--- src/rtl/rom_access_pkg.sv ---
// Shared types and helpers for the multi-region ROM/flash access controller.
package rom_access_pkg;

    localparam int CNT_W_DEF   = 4;
    localparam int MAX_REGIONS = 16;
    localparam int REG_IDX_W   = 4;

    typedef enum logic [1:0] {
        ST_IDLE    = 2'd0,
        ST_WAIT    = 2'd1,
        ST_ACK     = 2'd2,
        ST_RECOVER = 2'd3
    } state_e;

    // True only when exactly one bit of v is set.
    function automatic logic is_one_hot(input logic [MAX_REGIONS-1:0] v);
        logic seen;
        logic multi;
        seen  = 1'b0;
        multi = 1'b0;
        for (int i = 0; i < MAX_REGIONS; i++) begin
            if (v[i]) begin
                if (seen) multi = 1'b1;
                seen = 1'b1;
            end
        end
        return seen && !multi;
    endfunction

    function automatic logic [REG_IDX_W-1:0] onehot_to_idx(input logic [MAX_REGIONS-1:0] v);
        logic [REG_IDX_W-1:0] idx;
        idx = '0;
        for (int i = 0; i < MAX_REGIONS; i++) begin
            if (v[i]) idx = REG_IDX_W'(i);
        end
        return idx;
    endfunction

endpackage

--- src/rtl/rom_wait_counter.sv ---
// Loadable down-counter shared by the wait-state and recovery phases.
module rom_wait_counter #(
    parameter int CNT_W = 4
) (
    input  logic             CLK,
    input  logic             RESET_n,
    input  logic             load,
    input  logic [CNT_W-1:0] load_val,
    input  logic             dec,
    output logic             zero
);

    logic [CNT_W-1:0] cnt;

    always_ff @(posedge CLK or negedge RESET_n) begin
        if (!RESET_n) begin
            cnt <= '0;
        end else if (load) begin
            cnt <= load_val;
        end else if (dec && (cnt != '0)) begin
            cnt <= cnt - CNT_W'(1);
        end
    end

    assign zero = (cnt == '0);

endmodule

--- src/rtl/rom_access_multi.sv ---
// Multi-region ROM/flash access controller: CE/OE/WE strobes, wait states,
// DTACK, CE recovery and abort on FCS_n release or shutup.
module rom_access_multi
    import rom_access_pkg::*;
#(
    parameter int NUM_REGIONS = 2,
    parameter int RD_WAIT     = 2,
    parameter int WR_WAIT     = 3,
    parameter int RECOVERY    = 1,
    parameter int CNT_W       = CNT_W_DEF
) (
    input  logic                   CLK,
    input  logic                   RESET_n,
    input  logic [NUM_REGIONS-1:0] region_sel,
    input  logic                   READ,
    input  logic                   FCS_n,
    input  logic                   shutup,
    input  logic                   wp_n,
    output logic                   rom_dtack,
    output logic [NUM_REGIONS-1:0] ROM_CE_n,
    output logic                   ROM_OE_n,
    output logic                   ROM_WE_n,
    output logic                   busy,
    output logic                   wr_blocked
);

    localparam logic [CNT_W-1:0] RD_LOAD  = CNT_W'(RD_WAIT);
    localparam logic [CNT_W-1:0] WR_LOAD  = CNT_W'(WR_WAIT);
    localparam logic [CNT_W-1:0] REC_LOAD = (RECOVERY > 0) ? CNT_W'(RECOVERY - 1) : '0;
    localparam logic             HAS_REC  = (RECOVERY != 0);

    function automatic logic [NUM_REGIONS-1:0] ce_decode_n(input logic [REG_IDX_W-1:0] idx);
        logic [NUM_REGIONS-1:0] d;
        for (int i = 0; i < NUM_REGIONS; i++) begin
            d[i] = (idx != REG_IDX_W'(i));
        end
        return d;
    endfunction

    state_e                 state;
    logic [MAX_REGIONS-1:0] sel_ext;
    logic [REG_IDX_W-1:0]   sel_idx;
    logic [REG_IDX_W-1:0]   idx_q;
    logic                   rd_q;
    logic                   accept;
    logic                   cyc_end;
    logic                   wr_drive;
    logic                   cnt_load;
    logic [CNT_W-1:0]       cnt_val;
    logic                   cnt_dec;
    logic                   cnt_zero;

    assign sel_ext  = MAX_REGIONS'(region_sel);
    assign sel_idx  = onehot_to_idx(sel_ext);
    assign accept   = (state == ST_IDLE) && !FCS_n && !shutup && is_one_hot(sel_ext);
    // Releasing FCS_n and asserting shutup end a cycle the same way in WAIT and ACK.
    assign cyc_end  = FCS_n || shutup;
    assign wr_drive = !READ && wp_n;

    always_comb begin
        cnt_load = 1'b0;
        cnt_val  = '0;
        cnt_dec  = 1'b0;
        case (state)
            ST_IDLE: begin
                if (accept) begin
                    cnt_load = 1'b1;
                    cnt_val  = READ ? RD_LOAD : WR_LOAD;
                end
            end
            ST_WAIT: begin
                if (cyc_end) begin
                    cnt_load = 1'b1;
                    cnt_val  = REC_LOAD;
                end else if (!cnt_zero) begin
                    cnt_dec = 1'b1;
                end
            end
            ST_ACK: begin
                if (cyc_end) begin
                    cnt_load = 1'b1;
                    cnt_val  = REC_LOAD;
                end
            end
            ST_RECOVER: cnt_dec = 1'b1;
            default: ;
        endcase
    end

    rom_wait_counter #(
        .CNT_W (CNT_W)
    ) u_cnt (
        .CLK      (CLK),
        .RESET_n  (RESET_n),
        .load     (cnt_load),
        .load_val (cnt_val),
        .dec      (cnt_dec),
        .zero     (cnt_zero)
    );

    // Region and direction are frozen at acceptance for the whole cycle.
    always_ff @(posedge CLK) begin
        if (accept) begin
            idx_q <= sel_idx;
            rd_q  <= READ;
        end
    end

    always_ff @(posedge CLK or negedge RESET_n) begin
        if (!RESET_n) begin
            state      <= ST_IDLE;
            rom_dtack  <= 1'b0;
            ROM_CE_n   <= '1;
            ROM_OE_n   <= 1'b1;
            ROM_WE_n   <= 1'b1;
            busy       <= 1'b0;
            wr_blocked <= 1'b0;
        end else begin
            wr_blocked <= 1'b0;
            case (state)
                ST_IDLE: begin
                    if (accept) begin
                        state      <= ST_WAIT;
                        busy       <= 1'b1;
                        ROM_CE_n   <= ce_decode_n(sel_idx);
                        ROM_OE_n   <= !READ;
                        ROM_WE_n   <= !wr_drive;
                        wr_blocked <= !READ && !wp_n;
                    end
                end
                ST_WAIT: begin
                    if (cyc_end) begin
                        if (HAS_REC) state <= ST_RECOVER;
                        else         state <= ST_IDLE;
                        busy     <= HAS_REC;
                        ROM_CE_n <= '1;
                        ROM_OE_n <= 1'b1;
                        ROM_WE_n <= 1'b1;
                    end else if (cnt_zero) begin
                        state     <= ST_ACK;
                        rom_dtack <= 1'b1;
                        ROM_WE_n  <= 1'b1;
                    end else begin
                        ROM_CE_n <= ce_decode_n(idx_q);
                        ROM_OE_n <= !rd_q;
                    end
                end
                ST_ACK: begin
                    if (cyc_end) begin
                        if (HAS_REC) state <= ST_RECOVER;
                        else         state <= ST_IDLE;
                        busy      <= HAS_REC;
                        rom_dtack <= 1'b0;
                        ROM_CE_n  <= '1;
                        ROM_OE_n  <= 1'b1;
                        ROM_WE_n  <= 1'b1;
                    end
                end
                ST_RECOVER: begin
                    if (cnt_zero) begin
                        state <= ST_IDLE;
                        busy  <= 1'b0;
                    end
                end
                default: state <= ST_IDLE;
            endcase
        end
    end

endmodule

--- config.mk ---
export PLATFORM = sky130hd
export DESIGN_NAME = rom_access_multi
export DESIGN_NICKNAME = d
export VERILOG_FILES = /design/src/rtl/rom_access_pkg.sv /design/src/rtl/rom_wait_counter.sv /design/src/rtl/rom_access_multi.sv
export SDC_FILE = /design/constraint.sdc
export NUM_CORES = 1
export LEC_CHECK = 0
export ABC_AREA = 1
export BUFFER_PORTS_ARGS = -buffer_cell sky130_fd_sc_hd__buf_4
export CAP_MARGIN = 40
export CORE_MARGIN = 8
export CORE_UTILIZATION = 50
export DETAILED_ROUTE_END_ITERATION = 7
export PLACE_DENSITY = 0.86
export SLEW_MARGIN = 20
export SYNTH_ARGS = -nofsm -noshare
export SYNTH_HDL_FRONTEND = slang
export SYNTH_HIERARCHICAL = 1
export SYNTH_SLANG_ARGS = --single-unit
--- constraint.sdc ---
create_clock -name CLK -period 1.7 [get_ports CLK]
set_input_delay 0.085 -clock CLK [delete_from_list [all_inputs] [get_ports CLK]]
set_output_delay 0.085 -clock CLK [all_outputs]
set_load 0.01 [all_outputs]
**Word-level counts from Yosys, hierarchy flattened**

Cells that the tools add are included.

- Add/sub/neg operators: 1
- Equality and inequality tests: 13
- Mux-type cells: 43
- Reduce and logical (&&, ||, !) cells: 29

Operators with widths:

| kind | number |
|---|---|
| $mux W1 | 23 |
| $mux W2 | 10 |
| $reduce_and A4 Y1 | 4 |
| $reduce_bool A4 Y1 | 3 |
| $ne A2 B2 Y1 const B | 5 |
| $pmux W1 S3 | 3 |
| $mux W4 | 2 |
| $ne A4 B1 Y1 const B | 2 |
| $pmux W2 S4 | 1 |
| $logic_and A1 B1 Y1 | 7 |
| $logic_not A1 Y1 | 7 |
| $ne A3 B3 Y1 const B | 2 |
| $pmux W1 S2 | 3 |
| $pmux W2 S3 | 1 |
| $eq A2 B2 Y1 const B | 2 |
| $logic_not A4 Y1 | 1 |
| $reduce_bool A2 Y1 | 2 |
| $sub A4 B1 Y4 const B | 1 |
| $reduce_and A3 Y1 | 1 |
| $reduce_bool A3 Y1 | 1 |
| $eq A2 B1 Y1 const B | 1 |
| $logic_not A2 Y1 | 1 |
| $ne A2 B1 Y1 const B | 1 |
| $reduce_or A2 Y1 | 1 |
| $logic_or A1 B1 Y1 | 1 |

- Bits in registers: 18
- Bits of input ports: 8
- Output and inout bits: 7

**Longest topological paths before layout**

Gate-level depths: netlist of the first run.

- Depth in word-level cells: 9
- Depth in mapped cells: 11
- Gate-level depth less buffers: 11

**Hierarchy**

Netlist of the first run, hierarchy kept.

Modules (own cells, without submodules):

| module | times used | cells each | area each (um^2) | sequential area each (um^2) |
|---|---|---|---|---|
| rom_access_multi | 1 | 106 | 775.7 | 290.3 |
| rom_wait_counter | 1 | 46 | 295.3 | 100.1 |

**Worst setup path before layout of the first run**

No wires, ideal clock.

- Path type: register to register
- Start point: register state[0]
- End point: register u_cnt.cnt[3]
- Library setup time: 0.116 ns
- Arrival time: 1.685 ns
- Required time: 1.584 ns
- Path slack: -0.102 ns
- Stages on the path, launching flop included: 12
- Path buffers: 0
- Clock period less this slack: 1.802 ns
- Path through: dfrtp_1 > inv_1 > ha_1 > nand2_1 > nor2_2 > nand2_2 > a21oi_1 > inv_2 > nand3b_1 > nand2_1 > clkinv_1 > nand2_1

- Longest elaborated chain between the ends: 7

RTL lines:

| item | line | RTL |
|---|---|---|
| start, declared | rom_access_multi.sv:40 | `state_e state;` |
| start signal, assigned | rom_access_multi.sv:111 | `state <= ST_IDLE;` |
| start signal, assigned | rom_access_multi.sv:123 | `state <= ST_WAIT;` |
| start signal, assigned | rom_access_multi.sv:133 | `if (HAS_REC) state <= ST_RECOVER;` |
| $logic_not A2 Y1 | rom_access_multi.sv:55, rom_access_multi.sv:64 |  |
| $logic_and A1 B1 Y1 (3 in series) | rom_access_multi.sv:55 | `assign accept = (state == ST_IDLE) && !FCS_n && !shutup && is_one_hot(sel_ext);` |
| $mux W1 | rom_access_multi.sv:66 | `if (accept) begin` |
| $pmux W1 S2 (*) | rom_access_multi.sv:64 | `case (state)` |
| via cnt_load | rom_access_multi.sv:48 | `logic cnt_load;` |
| $mux W4 or $reduce_bool A2 Y1 (tied branches) | - |  |
| end signal, assigned | rom_wait_counter.sv:19 | `cnt <= load_val;` |
| end signal, assigned | rom_wait_counter.sv:21 | `cnt <= cnt - CNT_W'(1);` |
| end, declared | rom_wait_counter.sv:13 | `logic [CNT_W-1:0] cnt;` |

Mark *: on every way through the listed nets, which the timed path passes. The rest lies on a longest branch.
A chain may end at the register's enable or synchronous reset.

**Worst setup path in the final report of the first run**

- Start point: register u_cnt.cnt[0]
- End point: register state[0]

- Longest elaborated chain between the ends: 3

RTL lines:

| item | line | RTL |
|---|---|---|
| $logic_not A4 Y1 (*) | rom_wait_counter.sv:25 | `assign zero = (cnt == '0);` |
| via cnt_zero | rom_access_multi.sv:51 | `logic cnt_zero;` |
| $ne A3 B3 Y1 (no source line) or $ne A2 B2 Y1 (tied branches) | - |  |
| $reduce_and A4 Y1 (no source line) (*) | - |  |

Marks and branches as above.

==> results of run 1 <==
## logic make-up after synthesis
group	Yosys count	share of synthesized area, %
simple gates	97	41.94
buf+inv	24	9.112
compound gates	9	5.140
other cells	1	0.3501
fa+ha+maj	6	7.009
flops	15	36.45
## cells in the mapped netlist
cell	n
nand2_1	54
inv_1	20
nor2_1	15
dfrtp_1	9
nand3_1	7
ha_1	6
nand4_1	6
dfstp_2	4
nand2_2	4
a21oi_1	3
nor2_2	3
a21oi_2	2
edfxtp_1	2
inv_2	2
nand2_4	2
nand3_2	2
nand3b_1	2
o21ai_0	2
buf_6	1
clkinv_1	1
conb_1	1
nor2_4	1
nor3_1	1
o211ai_1	1
o21ai_1	1
## power breakdown
part           total (mW)  internal, mW  switching (mW)
logic                1.83         0.730            1.10
registers           0.652         0.555          0.0964
clock network       0.210        0.0875           0.122
## metal layers
metal	wire, um	share of wire [%]
met5	0	0
met4	80	3.1
met3	108	4.2
met2	1282	50
met1	1081	42
## worst min-delay path by stage
stage,from,end,slack [ps],depth (start not counted)
2_1_floorplan,RESET_n,busy,-210,0
3_3_place_gp,RESET_n,rom_dtack,-70,1
3_5_place_dp,RESET_n,rom_dtack,-70,1
4_1_cts,RESET_n,rom_dtack,160,2
5_1_grt,RESET_n,wr_blocked,160,2
6_report,RESET_n,rom_dtack,160,2
## cell usage in the layout (no fill, tap or decap), drive strengths merged
master and count:
a21oi 5, buf 20, clkbuf 3, clkinv 2, conb 2, dfrtp 9
dfstp 4, dlygate4sd3 4, edfxtp 2, ha 6, inv 22, nand2 60
nand3 9, nand3b 2, nand4 6, nor2 19, nor3 1, o211ai 1
o21ai 3
## flip-flops by register name (all words and copies together) (netlist names)
signal      flops
rom_dtack       1
ROM_CE_n        2
u_cnt/cnt       4
rd_q            1
wr_blocked      1
ROM_OE_n        1
ROM_WE_n        1
busy            1
idx_q           1
state           2
## timing repair
action | CTS | global route
buffers inserted | 0 | 1
endpoints found under the setup margin | 0 | 9
hold buffers | 4 | 0
gates resized for setup | 0 | 7
hold endpoints to repair | 16 | 0
## stage by stage
step | utilization [%] | setup TNS [ps]
2_1_floorplan | - | 0
4_1_cts | 65.50 | 0
6_report | 67.13 | 0
3_5_place_dp | 62.13 | 0
3_3_place_gp | 62.13 | 0
5_1_grt | 67.13 | -33.75
## area by class of cell
type / instances / area [sq um]
Clock buffer: 3 / 22.52
Clock inverter: 1 / 5.005
Fill cell: 157 / 658.1
Inverter: 23 / 86.33
Multi-Input combinational cell: 114 / 615.6
Sequential cell: 15 / 390.4
Tap cell: 27 / 33.78
Timing Repair Buffer: 24 / 190.2
==> results.cfg, run 1 <==
[setup_path]
path_depth = 9
cp_data_required_time_ps = 1880
worstPathMaxFanout = 4
endpoint = state[0]
reg2reg_setup_slack_ps = 90
endpoint_kind = flip-flop
slowest_stage = dfrtp_1
startpoint_type = flip-flop
startpoint = u_cnt/cnt[0]
criticalPathCategory = reg -> reg
worstPathCellList = inv_1 > ha_2 > nand2_2 > inv_1 > nor2_2 > a21oi_2 > nand3_2 > nand2_1 > nand2_1
r2r-end = state[0]
r2r-start = u_cnt/cnt[0]
worstPathArrival_ps = 1800
slowest_delay_ps = 410
reg2reg_depth = 9
critical_path.top_delay_family = flip-flops
path_buf_inv = 2

[timing]
drv_slew = 0
setup_ws_ps = 86.62
setup_violations = 0
fin_crit_sh_pct = 94.90
hold_viol = 0
hold_slack_ps = 156.4
skew_ps = 3.173
period_needed_ps = 1613
fmax_ghz = 0.6198

[global_routing]
antenna_found_initial = 0
met2_usage_pct = 23.03
grt_pass1_wl_um = 4340
grt_use_total_pct = 13.29
use_met1_pct = 14.56
grt_remaining_overflow = 0
grtUsageMet3_pct = 3.584
grt_max_degree = 14
busiest_layer = met2
grt_pass1_vias = 1045

[logic_synthesis]
yosysSeqAreaShare_pct = 36.45
netlist_area_sq_um = 1071
synth_cells = 152
synth_area_leaders = dfrtp_1 21%, nand2_1 19%, dfstp_2 9.8%, ha_1 7.0%, inv_1 7.0%
avgSynthCellArea_sq_um = 7.046
yosys_warnings = 6
ys_ff_latch = 15
yosys.cell_types.count = 25
synth_top_cell_by_area = dfrtp_1
yosysTopAreaCellShare_pct = 21.03

[drt]
detail-route-antenna-nets = 0
detail_route.wl_per_cell_um = 12.33
drt_iter0_drc = 38
vias_per_cell = 5.039
drt_wl_total_um = 2553
route.detailed.drc = 0
vias = 1043
dr.pass1.iters = 4

[layout]
postLayoutCellArea_sq_um = 1344
fin_nets = 195
fin_cells = 207
area_delta_synth_final_pct = 25.47
n_antenna_cell = 0
drive_gt1_share_pct = 27.78

[hold_path]
hp-class = in -> async

[clock_network]
clock-sinks = 15
cts_buffers = 3
cts_max_path_buffers = 2
clock-root-buffer = clkbuf_4
cts_tree = yes
htreeDepth = 1
path_clk_slew_ps = 90
clock_latency_ps = 290

[die]
ios = 15
rows = 16
die_x_um = 62.28
die_h_um = 62.28
coreArea_sq_um = 2002
dieArea_sq_um = 3879
initial_core_util_pct = 53.50

[placed_design]
numPortBuffers = 14
pre_cts_ws_ps = 48.93
dp_hpwl_um = 1861
place_congestion = 0.8855
post_dp_cell_area_sq_um = 1244
dpl.cell_count = 198

[power_and_ir_drop]
total_power_mw = 2.696
vdd_drop_max_mv = 1.178
power.density_nw_per_um2 = 2006
p_leak_nw = 0.7401

[run]
max_cap_violations = 0

[outcome]
status = complete, no violations
(Power assumes the default switching activity.)
==> run 2, diff against run 1 <==
Settings changed: REMOVE_ABC_BUFFERS set to 1.
==> run 2 against run 1 <==
  * Highest routed layer unchanged
  * Non-clock buffer count increased by 3
  * Wire length up 10%
  * Fmax is 1.2% higher
  * Final cell count rose by 1.4%
  * Sequential share of layout area down 0.74 points
  * Worst hold slack gained 20 ps
  * First-iteration DRC count increased by 76%
  * Power is 4.1% higher
  * Clock-buffer cell count unchanged
  * Cell area up 2.6%
  * Flip-flop and latch count did not move
==> results.cfg, run 2 (synthesized netlist as in run 1, its figures left out) <==
[outcome]
status = complete, no violations

[drt]
vias = 1124
drt_wl_total_um = 2821
detail-route-antenna-nets = 0
route.detailed.drc = 0
dr.pass1.iters = 4
drt_iter0_drc = 67
vias_per_cell = 5.352
detail_route.wl_per_cell_um = 13.43

[clock_network]
cts_buffers = 3
path_clk_slew_ps = 100
cts_tree = yes
clock-sinks = 15
cts_max_path_buffers = 2
clock_latency_ps = 280
htreeDepth = 1
clock-root-buffer = clkbuf_4

[die]
rows = 16
die_x_um = 62.28
die_h_um = 62.28
coreArea_sq_um = 2002
initial_core_util_pct = 53.50
ios = 15
dieArea_sq_um = 3879

[layout]
mostFrequentLayoutCells = 53 x nand2_1, 23 x buf_4, 17 x inv_1
fin_nets = 198
nFillCells = 166
mostFrequentLayoutCell = nand2_1
largest_register = u_cnt/cnt
postLayoutCellArea_sq_um = 1379
n_antenna_cell = 0
area_delta_synth_final_pct = 28.74
final_util_pct = 68.88
largest_register_ffs = 4
largestRegisters = u_cnt/cnt (4), ROM_CE_n (2), state (2)
drive_gt1_share_pct = 30.60

[setup_path]
slowest_delay_ps = 400
reg2reg_depth = 12
startpoint_type = flip-flop
path_depth = 12
cp_common_cell = nand2_1
worstPathMaxFanout = 8
worstPathCellList = inv_2 > ha_4 > nand2_1 > nor2_2 > nand2_2 > a21oi_2 > buf_4 > inv_2 > nand3b_1 > nand2_1 > clkinv_1 > nand2_1
cp_data_required_time_ps = 1880
path_buf_inv = 4
critical_path.top_delay_family = simple AND/OR/NAND/NOR gates
criticalPathCategory = reg -> reg
endpoint_kind = flip-flop
slowest_stage = dfrtp_1
worstPathArrival_ps = 1780

[timing]
fin_crit_sh_pct = 93.82
fmax_ghz = 0.6270
setup_violations = 0
drv_slew = 0
hold_viol = 0
setup_ws_ps = 105.0
skew_ps = 3.440
final.setup.tns_ps = 0
period_needed_ps = 1595

[placed_design]
pre_cts_ws_ps = -24.30
place_congestion = 0.9273
post_dp_cell_area_sq_um = 1232
numPortBuffers = 14
dp_hpwl_um = 2006

[global_routing]
grt_use_total_pct = 14.40
antenna_found_initial = 0
grt_remaining_overflow = 0
grt_max_degree = 14
grt_pass1_wl_um = 4705
grt_pass1_vias = 1064

[power_and_ir_drop]
power.density_nw_per_um2 = 2035
p_leak_nw = 0.7580
vdd_drop_max_mv = 1.328

[hold_path]
hp-class = in -> async

[run]
max_cap_violations = 0
## run 2: cell types whose count changed in the layout (fill, tap and decap cells not counted), sizes merged
cell | previous run | this run
buf | 20 | 23
## run 2: area by class of cell
type                            count  area (sq um)  share of cell area, %
Clock inverter                      1         5.005                 0.3630
Clock buffer                        3         22.52                  1.633
Multi-Input combinational cell    114         628.1                  45.55
Sequential cell                    15         390.4                  28.31
Timing Repair Buffer               27         212.7                  15.43
Inverter                           23         86.33                  6.261
Tap cell                           27         33.78                  2.450
## run 2: where the power goes
group / total, mW / leakage, nW / internal, mW / switching, mW
logic: 1.94 / 0.571 / 0.789 / 1.15
registers: 0.657 / 0.169 / 0.555 / 0.102
clock network: 0.210 / 0.0177 / 0.0873 / 0.123
## run 2: repair_timing
action	CTS	global route
pin swaps	0	1
hold buffers	4	0
gates resized for setup	1	11
setup buffers	0	5
endpoints found under the hold margin	16	0
endpoints found under the setup margin	4	10
## run 2: final timing paths
path                           endpoint  slack (ps)     start
max                        u_cnt/cnt[3]         100  state[0]
min                        u_cnt/cnt[3]         180   RESET_n
max reg2reg                u_cnt/cnt[3]         100  state[0]
min reg2reg                    ROM_WE_n         470  ROM_WE_n
max in group asynchronous   ROM_CE_n[1]        1290   RESET_n
min in group CLK                   busy         240     FCS_n
## run 2: per-stage QoR
| stage | cells | power [mW] | hold WS, ps |
|---|---|---|---|
| finish | 210 | 2.806 | 175.9 |
| global route | 210 | 3.080 | 174.3 |
| CTS | 205 | 2.607 | 148.3 |
| detailed placement | 197 | 2.373 | -57.72 |
| global placement | 197 | 2.265 | -60.04 |
| floorplan | 152 | 1.850 | -210.6 |
## run 2: metal layers
metal  up-vias  track usage [%]  part of all wire [%]
li1        532                -                     -
met1       507            16.65                    37
met2        69            23.93                    49
met3        16            3.763                    10
met4         0            7.123                   3.4
met5         -                0                     0
